==> config.mk <==
export PLATFORM = sky130hd
export DESIGN_NAME = mult_div_unit
export DESIGN_NICKNAME = d
export VERILOG_FILES = /design/src/rtl/mdu_pkg.sv /design/src/rtl/twos_abs_neg.sv /design/src/rtl/mult_div_unit.sv
export SDC_FILE = /design/constraint.sdc
export NUM_CORES = 1
export LEC_CHECK = 0
export ABC_AREA = 1
export CORE_MARGIN = 3
export CORE_UTILIZATION = 55
export CTS_BUF_LIST = sky130_fd_sc_hd__clkbuf_2
export DETAILED_ROUTE_END_ITERATION = 6
export PLACE_DENSITY = 0.77
export SLEW_MARGIN = 40
export SYNTH_ARGS = -nofsm -noshare
export SYNTH_HDL_FRONTEND = slang
export SYNTH_SLANG_ARGS = --single-unit
==> constraint.sdc <==
create_clock -name clk -period 3.9 [get_ports clk]
set_clock_uncertainty 0.05 [all_clocks]
set_input_delay 0.78 -clock clk [delete_from_list [all_inputs] [get_ports clk]]
set_output_delay 0.78 -clock clk [all_outputs]
set_load 0.05 [all_outputs]
==> src/rtl/mdu_pkg.sv <==
// Shared definitions for the multiply/divide unit and the decoder that issues to it.
package mdu_pkg;
  localparam int MDU_WIDTH = 32;
  localparam int MDU_ITER  = 32;

  typedef enum logic [1:0] {
    OP_MULT  = 2'b00,
    OP_MULTU = 2'b01,
    OP_DIV   = 2'b10,
    OP_DIVU  = 2'b11
  } mdu_op_e;

  typedef enum logic [1:0] {
    IDLE = 2'b00,
    RUN  = 2'b01,
    FIX  = 2'b10
  } mdu_state_e;
endpackage

==> src/rtl/twos_abs_neg.sv <==
// Conditional two's complement; used for operand magnitudes and result sign fix-up.
module twos_abs_neg #(
  parameter int W = 32
) (
  input  logic [W-1:0] value,
  input  logic         negate,
  output logic [W-1:0] result
);
  assign result = negate ? (~value + W'(1)) : value;
endmodule

==> src/rtl/mult_div_unit.sv <==
// Iterative MULT/MULTU/DIV/DIVU unit holding the architectural HI/LO registers.
module mult_div_unit
  import mdu_pkg::*;
#(
  parameter int WIDTH = MDU_WIDTH,
  parameter int CNT_W = 6
) (
  input  logic             clk,
  input  logic             reset,
  input  logic             start,
  input  logic [1:0]       op,
  input  logic [WIDTH-1:0] a,
  input  logic [WIDTH-1:0] b,
  input  logic             mthi_en,
  input  logic             mtlo_en,
  input  logic [WIDTH-1:0] wdata,
  output logic [WIDTH-1:0] hi,
  output logic [WIDTH-1:0] lo,
  output logic             busy,
  output logic             done,
  output logic             div_zero
);
  localparam int ITER = (WIDTH == MDU_WIDTH) ? MDU_ITER : WIDTH;

  mdu_state_e         state;
  mdu_op_e            op_q;
  logic [CNT_W-1:0]   cnt;
  logic               sign_q, sign_r, b_zero;
  logic [WIDTH-1:0]   mcand;
  logic [2*WIDTH-1:0] acc;
  logic [WIDTH:0]     rem;

  logic               accept, signed_in;
  logic [WIDTH-1:0]   a_mag, b_mag;
  logic [WIDTH:0]     mul_sum;
  logic [2*WIDTH-1:0] mul_next;
  logic [WIDTH:0]     rem_sh, rem_next;
  logic [WIDTH+1:0]   rem_diff;
  logic               div_ok;
  logic [WIDTH-1:0]   div_q;
  logic [2*WIDTH-1:0] prod_fix;
  logic [WIDTH-1:0]   quo_fix, rem_fix;

  assign accept    = (state == IDLE) && start;
  assign signed_in = ~op[0];

  // 0x80000000 stays 0x80000000 after negation and is read as unsigned 2^31.
  twos_abs_neg #(.W(WIDTH)) u_abs_a (.value(a), .negate(signed_in & a[WIDTH-1]), .result(a_mag));
  twos_abs_neg #(.W(WIDTH)) u_abs_b (.value(b), .negate(signed_in & b[WIDTH-1]), .result(b_mag));

  // Shift-add step: conditionally add multiplicand into the upper half, then shift right.
  assign mul_sum  = {1'b0, acc[2*WIDTH-1:WIDTH]} + {1'b0, (acc[0] ? mcand : {WIDTH{1'b0}})};
  assign mul_next = {mul_sum, acc[WIDTH-1:1]};

  // Restoring divide step: dividend bits leave acc MSB-first, quotient bits enter at the LSB.
  assign rem_sh   = {rem[WIDTH-1:0], acc[WIDTH-1]};
  assign rem_diff = {1'b0, rem_sh} - {2'b00, mcand};
  assign div_ok   = ~rem_diff[WIDTH+1];
  assign div_q    = {acc[WIDTH-2:0], div_ok};
  assign rem_next = div_ok ? rem_diff[WIDTH:0] : rem_sh;

  twos_abs_neg #(.W(2*WIDTH)) u_fix_prod (.value(acc), .negate(sign_q), .result(prod_fix));
  twos_abs_neg #(.W(WIDTH)) u_fix_quo (.value(acc[WIDTH-1:0]), .negate(sign_q), .result(quo_fix));
  twos_abs_neg #(.W(WIDTH)) u_fix_rem (.value(rem[WIDTH-1:0]), .negate(sign_r), .result(rem_fix));

  always_ff @(posedge clk or negedge reset) begin
    if (!reset) begin
      state    <= IDLE;
      op_q     <= OP_MULT;
      cnt      <= '0;
      sign_q   <= 1'b0;
      sign_r   <= 1'b0;
      b_zero   <= 1'b0;
      hi       <= '0;
      lo       <= '0;
      busy     <= 1'b0;
      done     <= 1'b0;
      div_zero <= 1'b0;
    end else begin
      done     <= 1'b0;
      div_zero <= 1'b0;
      case (state)
        IDLE: begin
          if (start) begin
            op_q   <= mdu_op_e'(op);
            sign_q <= signed_in & (a[WIDTH-1] ^ b[WIDTH-1]);
            sign_r <= signed_in & a[WIDTH-1];
            b_zero <= (b == '0);
            cnt    <= CNT_W'(ITER);
            busy   <= 1'b1;
            state  <= RUN;
          end else begin
            if (mthi_en) hi <= wdata;
            if (mtlo_en) lo <= wdata;
          end
        end
        RUN: begin
          cnt <= cnt - CNT_W'(1);
          if (cnt == CNT_W'(1)) state <= FIX;
        end
        FIX: begin
          state <= IDLE;
          busy  <= 1'b0;
          done  <= 1'b1;
          if (op_q[1]) begin
            if (b_zero) begin
              div_zero <= 1'b1;
            end else begin
              hi <= rem_fix;
              lo <= quo_fix;
            end
          end else begin
            hi <= prod_fix[2*WIDTH-1:WIDTH];
            lo <= prod_fix[WIDTH-1:0];
          end
        end
        default: state <= IDLE;
      endcase
    end
  end

  // Datapath registers carry no reset; they are always loaded on an accepted start.
  always_ff @(posedge clk) begin
    if (accept) begin
      rem <= '0;
      if (op[1]) begin
        mcand <= b_mag;
        acc   <= {{WIDTH{1'b0}}, a_mag};
      end else begin
        mcand <= a_mag;
        acc   <= {{WIDTH{1'b0}}, b_mag};
      end
    end else if (state == RUN) begin
      if (op_q[1]) begin
        acc[WIDTH-1:0] <= div_q;
        rem            <= rem_next;
      end else begin
        acc <= mul_next;
      end
    end
  end
endmodule

=== Yosys cells after proc, flatten, opt, wreduce, memory -nomap -nowiden ===
Index checks and enable logic that the tools add are counted.

* Add/sub/neg operators: 8
* Equal/unequal tests: 10
* Muxes and demuxes: 34
* Bitwise logic cells: 11
* Reductions and logical operators: 14

{| class="wikitable"
|+ Operators by type and width
! kind !! count
|-
| $mux W32 || 18
|-
| $mux W64 || 3
|-
| $add A32 B1 Y32 const B || 4
|-
| $not A32 Y32 || 4
|-
| $pmux W32 S2 || 2
|-
| $add A64 B1 Y64 const B || 1
|-
| $not A64 Y64 || 1
|-
| $sub A33 B32 Y34 || 1
|-
| $add A32 B32 Y33 || 1
|-
| $logic_not A32 Y1 || 1
|-
| $pmux W6 S2 || 1
|-
| $reduce_and A2 Y1 || 6
|-
| $ne A2 B2 Y1 const B || 5
|-
| $reduce_and A4 Y1 || 2
|-
| $eq A6 B1 Y1 const B || 1
|-
| $mux W6 || 1
|-
| $reduce_bool A2 Y1 || 3
|-
| $sub A6 B1 Y6 const B || 1
|-
| $mux W1 || 5
|-
| $mux W2 || 2
|-
| $pmux W2 S2 || 1
|-
| $and A1 B1 Y1 || 3
|-
| $ne A3 B3 Y1 const B || 1
|-
| $eq A2 B1 Y1 const B || 1
|-
| 7 further kinds || 8
|}

* Register bits after elaboration: 208
* Input port bits: 103
* Output and inout port bits: 67
* Word-level logic and storage cells: 92

=== Longest topological paths before layout ===
* Word-level depth: 6
* Depth in mapped cells: 18
* Mapped depth without buffers: 17

=== Modules after synthesis ===
A second synthesis with hierarchy kept.

* Cells, all modules: 3504
* Area total of the unflattened synthesis: 21406.8 um^2

{| class="wikitable"
|+ By module, submodules not included
! module !! times used !! cells an instance !! area an instance (um^2) !! seq. area each (um^2)
|-
| mult_div_unit || 1 || 2098 || 14506.4 || 5500.3
|-
| twos_abs_neg (u_abs_a ...) || 4 || 227 || 1108.6 || 0.0
|-
| twos_abs_neg (u_fix_prod) || 1 || 498 || 2466.1 || 0.0
|}

=== Least setup slack after synthesis ===
Ideal clock, no wire load.

* Path type: register to register
* Start point: register state[1]
* End point: register acc[32], enable pin
* Data arrival time: 2.972 ns
* Path slack: 0.412 ns
* Stages on the path, launching flop included: 4
* Buffers on the path: 0
* Path through: dfrtp_1 > nor2_1 > inv_2 > o21ai_0

* Longest elaborated chain between the ends: 4
* Elaborated cells between the ends (all ways): 6
* Those cells by class: eq/ne (2); reduce/logical (4)

{| class="wikitable"
|+ Ends and longest elaborated chain
! what !! line !! RTL
|-
| start: declaration || mult_div_unit.sv:25 || <nowiki>mdu_state_e state;</nowiki>
|-
| start signal: assignment || mult_div_unit.sv:68 || <nowiki>state <= IDLE;</nowiki>
|-
| start signal: assignment || mult_div_unit.sv:91 || <nowiki>state <= RUN;</nowiki>
|-
| start signal: assignment || mult_div_unit.sv:99 || <nowiki>if (cnt == CNT_W'(1)) state <= FIX;</nowiki>
|-
| $logic_not A2 Y1 || mult_div_unit.sv:44 || <nowiki>assign accept = (state == IDLE) && start;</nowiki>
|-
| $logic_and A1 B1 Y1 || mult_div_unit.sv:44 ||
|-
| $ne A2 B1 Y1 (no line) or $reduce_bool A2 Y1 (tied branches) || -- ||
|-
| $reduce_and A2 Y1 (no line) (*) || -- ||
|-
| end signal: assignment || mult_div_unit.sv:128 || <nowiki>acc <= {{WIDTH{1'b0}}, a_mag};</nowiki>
|-
| end signal: assignment || mult_div_unit.sv:131 || <nowiki>acc <= {{WIDTH{1'b0}}, b_mag};</nowiki>
|-
| end signal: indexed assignment || mult_div_unit.sv:135 || <nowiki>acc[WIDTH-1:0] <= div_q;</nowiki>
|-
| end: declaration || mult_div_unit.sv:30 || <nowiki>logic [2*WIDTH-1:0] acc;</nowiki>
|}

Mark *: on every way between the ends. The rest lies on a longest branch, timed or not.
A chain may end at the register's enable or synchronous reset.

=== Worst setup path in the final report ===
* Start point: register acc[0]
* End point: register acc[61], data pin

* Longest elaborated chain between the ends: 5

{| class="wikitable"
|+ Ends and longest elaborated chain
! what !! line !! RTL
|-
| $mux W32 || mult_div_unit.sv:52 || <nowiki>assign mul_sum = {1'b0, acc[2*WIDTH-1:WIDTH]} + {1'b0, (acc[0] ? mcand : {WIDTH{1'b0}})};</nowiki>
|-
| $add A32 B32 Y33 || mult_div_unit.sv:52 ||
|-
| $mux W32 || mult_div_unit.sv:134 || <nowiki>if (op_q[1]) begin</nowiki>
|-
| $mux W64 || mult_div_unit.sv:133 || <nowiki>end else if (state == RUN) begin</nowiki>
|-
| $mux W64 || mult_div_unit.sv:124 || <nowiki>if (accept) begin</nowiki>
|}

Every way passes these cells. The select of a mux whose other input is x is not followed.

==> summary by stage <==
Hold path
The worst min-delay path category is in -> reg.

STA
For the final routed database, the setup TNS stands at 0 ns. The hold violation total from the final report came to 0. The portion of the clock cycle consumed by the worst path in the final layout is 81.44%. The minimum hold slack is 0.4075 ns. The top achievable clock speed is 314.8 MHz.

The clock period could shrink to 3.176 ns. Measured against its own limit, the worst slew margin works out to 44.17%. Setup repair after global routing left no endpoint under its margin. The final max-slew violation count is 0. The setup violation total in the final timing report is 0. The pin slew with the least headroom to its limit is 0.8374 ns.

Clock network
The later-pin clock latency in the skew report is 0.97 ns. Once the clock tree was built, the setup fixing pass inserted 0 buffers. In this run, CTS created clock tree buffers numbering 55. The total number of clock tree sinks is 207. Clock-pin slew was measured on the worst setup and hold paths at 0.10 ns. The number of H-tree levels is 2. The clock passes through at most 3 buffers.

TritonCTS built the clock tree. The root buffer selected by CTS is sky130_fd_sc_hd__clkbuf_2.

Yosys
After synthesis, the largest area contributor takes up 17.54% of total cell area. In this run, synthesis inferred 96 flip-flops with an integrated enable. The post-synthesis average cell area is 6.168 um2. Synthesis inferred 207 register bits.

For this run, the register share of the synthesized area comes to 29.48%. The most used flip-flop cell after synthesis is sky130_fd_sc_hd__edfxtp_1. After synthesis, the cell types taking the most area are sky130_fd_sc_hd__nand2_1, sky130_fd_sc_hd__edfxtp_1, sky130_fd_sc_hd__dfrtp_1, sky130_fd_sc_hd__nor2_1, sky130_fd_sc_hd__nand3_1. For this run, the number of Yosys warnings is 0. The most frequently used cell type in the post-synthesis netlist is sky130_fd_sc_hd__nand2_1. The synthesized netlist contains 54 unique library cells. The cell count after synthesis came out at 3025. The synthesized netlist net count is 3200.

In the synthesized netlist the async set-or-reset flop fraction comes to 38.16%. In the synthesized netlist, the cells that appear most often are sky130_fd_sc_hd__nand2_1, sky130_fd_sc_hd__nor2_1, sky130_fd_sc_hd__inv_1. The cell area after technology mapping is 0.01866 mm2.

The synthesized design spends more area on one cell type than any other, namely sky130_fd_sc_hd__nand2_1.

Setup path
The critical path is of the reg -> reg type. The data required time at the worst endpoint is 4.56 ns. The type of element capturing the critical path is a register. The worst setup path is launched from a register.

In this run the worst path has a maximum fanout of 31. The worst path arrival time is 3.84 ns.

Routing
The final antenna-violating net count is 0. The mean number of vias per cell is 6.051. Wires add up to 76.90 mm.

In the final routed layout, each cell accounts on average for 20.90 um. The pre-antenna-repair detailed-routing pass consisted of 7 iterations. After the first detailed-routing iteration, the DRC count stood at 3109.

The total number of vias is 22266. For this run, design rule violations remaining after detail routing come to 2.

Placement
The number of I/O port buffers is 169. The global placer's final weighted congestion is 1.080. The final HPWL from detailed placement is 62.07 mm.

Pwr
For this design the static power due to leakage is 0.01041 uW. The maximum vdd ir drop is 0.0001301 V. The power dissipated by switching net loads is 1298 uW. Per report_power, the clock group accounts for 37.9% of the total.

Per report_power, the sequential group accounts for 51.9% of the total. The total internal power is 3083 uW. In this run, the combinational gates consume 10.2% of the power.

For this design the ratio of total power to cell area is 205.0 mW/mm2. The total chip power is 4380 uW. Of the total power, the share spent switching nets is 29.63%.

Job
The number of violations of the max-capacitance limit is 0.

Run status
The flow ran to the end, but the final reports show violations. The final reports fail on design-rule violations.

Cells and area
The number of nets in the layout is 3366. Of the cells placed in the final design, the portion with a size suffix greater than 1 is 5.439%. The signed area change from the synthesized netlist to the final layout is 14.49%.

GRT
Summed over all layers, the global routing overflow is 0. The via count of the first global-routing pass was 20272. The total track usage is 41.44%. The initial antenna violation count came to 3. The largest net degree at the start of global routing is 80. The wire length of the first global-routing pass is 115.8 mm.

Die
Once the floorplan was initialized, standard cells occupied 56.63% of the core. The cell row count is 66. During I/O placement, the number of pins put on the boundary was 170. Measured along the y axis, the die boundary spans 190.2 um. The die is 190.2 um wide. The area enclosed by the die boundary is 0.03617 mm2. The standard cell core area is 0.03295 mm2.
per-stage QoR:
| step | util (%) | instances | area (um2) | setup WS [ns] |
|---|---|---|---|---|
| after global routing | 64.84 | 3680 | 21360 | 0.3553 |
| after global placement | 63.18 | 3575 | 20820 | 0.6714 |
| final | 64.84 | 3680 | 21360 | 0.7238 |
| after detailed placement | 63.20 | 3575 | 20820 | 0.6264 |
| after floorplan | - | 3025 | 18660 | 0.4121 |
| after CTS | 64.82 | 3678 | 21360 | 0.7660 |
layer usage:
metal | vias up | share of wire, % | routed length (um) | track usage (%)
met5 | - | 0.017 | 13 | 0
met4 | 2 | 6.1 | 4700 | 21.20
met3 | 265 | 14 | 10890 | 11.06
met2 | 1685 | 41 | 31210 | 60.03
met1 | 10052 | 39 | 30090 | 56.87
li1 | 10262 | - | - | -
sequential cells by signal (all words and copies together) (netlist names), 2 cells and up:
register and count:
lo 32, state 2, mcand 32, cnt 6, rem 32, acc 64
hi 32
power by group through the flow:
stage,sequential [uW],clock [uW],combinational [uW]
2_1_floorplan,2320,0,179
3_3_place_gp,2320,0,431
3_5_place_dp,2320,0,434
4_1_cts,2270,1650,437
5_1_grt,2270,1760,476
6_report,2270,1660,448
path summary, 6_finish.rpt:
check / start / to / slack [ns] / depth (start not counted)
worst min-delay path: wdata[7] / lo[7]$_DFFE_PN0P_ / 0.41 / 3
worst max register to register: acc[0]$_DFFE_PP_ / acc[61]$_SDFFCE_PP0P_ / 0.72 / 15
min in group asynchronous: reset / lo[24]$_DFFE_PN0P_ / 0.43 / 2
max in group asynchronous: reset / sign_q$_DFFE_PN0P_ / 2.84 / 2
worst max-delay path: acc[0]$_DFFE_PP_ / acc[61]$_SDFFCE_PP0P_ / 0.72 / 15
worst min register to register: busy$_DFFE_PN0P_ / busy$_DFFE_PN0P_ / 0.43 / 2
logic make-up (layout without fill, tap and decap cells):
logic type,Yosys count,after routing,synth area share (%)
DFF,207,207,29.48
adders and majority gates,72,72,4.908
buffers and inverters,465,676,9.569
muxes,2,2,0.1073
xor gates and xnor gates,69,69,3.239
and+or+nand+nor,1663,1663,36.90
AOI/OAI and AO/OA,547,547,15.80
other,0,2,0
worst max-delay path, stage by stage, from the launching register on:
cell and delay (ns):
sky130_fd_sc_hd__edfxtp_1 0.53, sky130_fd_sc_hd__buf_4 0.41, sky130_fd_sc_hd__nand2_1 0.09, sky130_fd_sc_hd__inv_1 0.11, sky130_fd_sc_hd__fa_1 0.20, sky130_fd_sc_hd__nand2_1 0.08
sky130_fd_sc_hd__nand2_1 0.07, sky130_fd_sc_hd__o21ai_0 0.14, sky130_fd_sc_hd__o21ai_0 0.43, sky130_fd_sc_hd__nand2_1 0.14, sky130_fd_sc_hd__nand2_1 0.17, sky130_fd_sc_hd__nand2_1 0.06
sky130_fd_sc_hd__nand2_1 0.19, sky130_fd_sc_hd__a21oi_1 0.12, sky130_fd_sc_hd__nor2_1 0.11, sky130_fd_sc_hd__nor2_1 0.06
cells in the final DEF, fill, tap and decap left out, types with 4 or more instances in the layout:
cell type                         count
sky130_fd_sc_hd__o221ai_1             9
sky130_fd_sc_hd__o21ai_1             18
sky130_fd_sc_hd__inv_2               10
sky130_fd_sc_hd__nand3_1            271
sky130_fd_sc_hd__nand4_1             29
sky130_fd_sc_hd__o21ai_0            225
sky130_fd_sc_hd__o21a_1               7
sky130_fd_sc_hd__clkbuf_2            83
sky130_fd_sc_hd__dfxtp_1             32
sky130_fd_sc_hd__clkinv_1            15
sky130_fd_sc_hd__nand3b_1             7
sky130_fd_sc_hd__a21o_1               8
sky130_fd_sc_hd__nand2_1            871
sky130_fd_sc_hd__edfxtp_1            96
sky130_fd_sc_hd__nor3_1              15
sky130_fd_sc_hd__nor2_1             422
sky130_fd_sc_hd__dfrtp_1             78
sky130_fd_sc_hd__xor2_1              53
sky130_fd_sc_hd__nor3_2               4
sky130_fd_sc_hd__ha_1                70
sky130_fd_sc_hd__nor2_2               9
sky130_fd_sc_hd__nand3_2              4
sky130_fd_sc_hd__nor4_1               7
sky130_fd_sc_hd__o211ai_1            10
sky130_fd_sc_hd__o21bai_1            11
sky130_fd_sc_hd__xnor2_1             16
sky130_fd_sc_hd__or2_2                6
sky130_fd_sc_hd__a31oi_1             46
sky130_fd_sc_hd__inv_1              354
sky130_fd_sc_hd__clkdlybuf4s50_1    168
sky130_fd_sc_hd__buf_4               35
sky130_fd_sc_hd__a21oi_1            202
cell type report:
| cell class | count | area [um2] |
|---|---|---|
| fillers | 3069 | 11590 |
| well taps | 442 | 553.0 |
| clock inverters | 19 | 108.9 |
| diodes | 2 | 5.005 |
| flip-flops and latches | 207 | 5502 |
| repair buffers | 206 | 1986 |
| multi-input cells | 2353 | 11410 |
| inverters | 368 | 1386 |
| clock buffers | 83 | 415.4 |
repair_timing:
action	in CTS	in global routing
hold buffers	1	0
resized for setup	0	0
hold endpoints to repair	79	0
(Power assumes the default switching activity.)
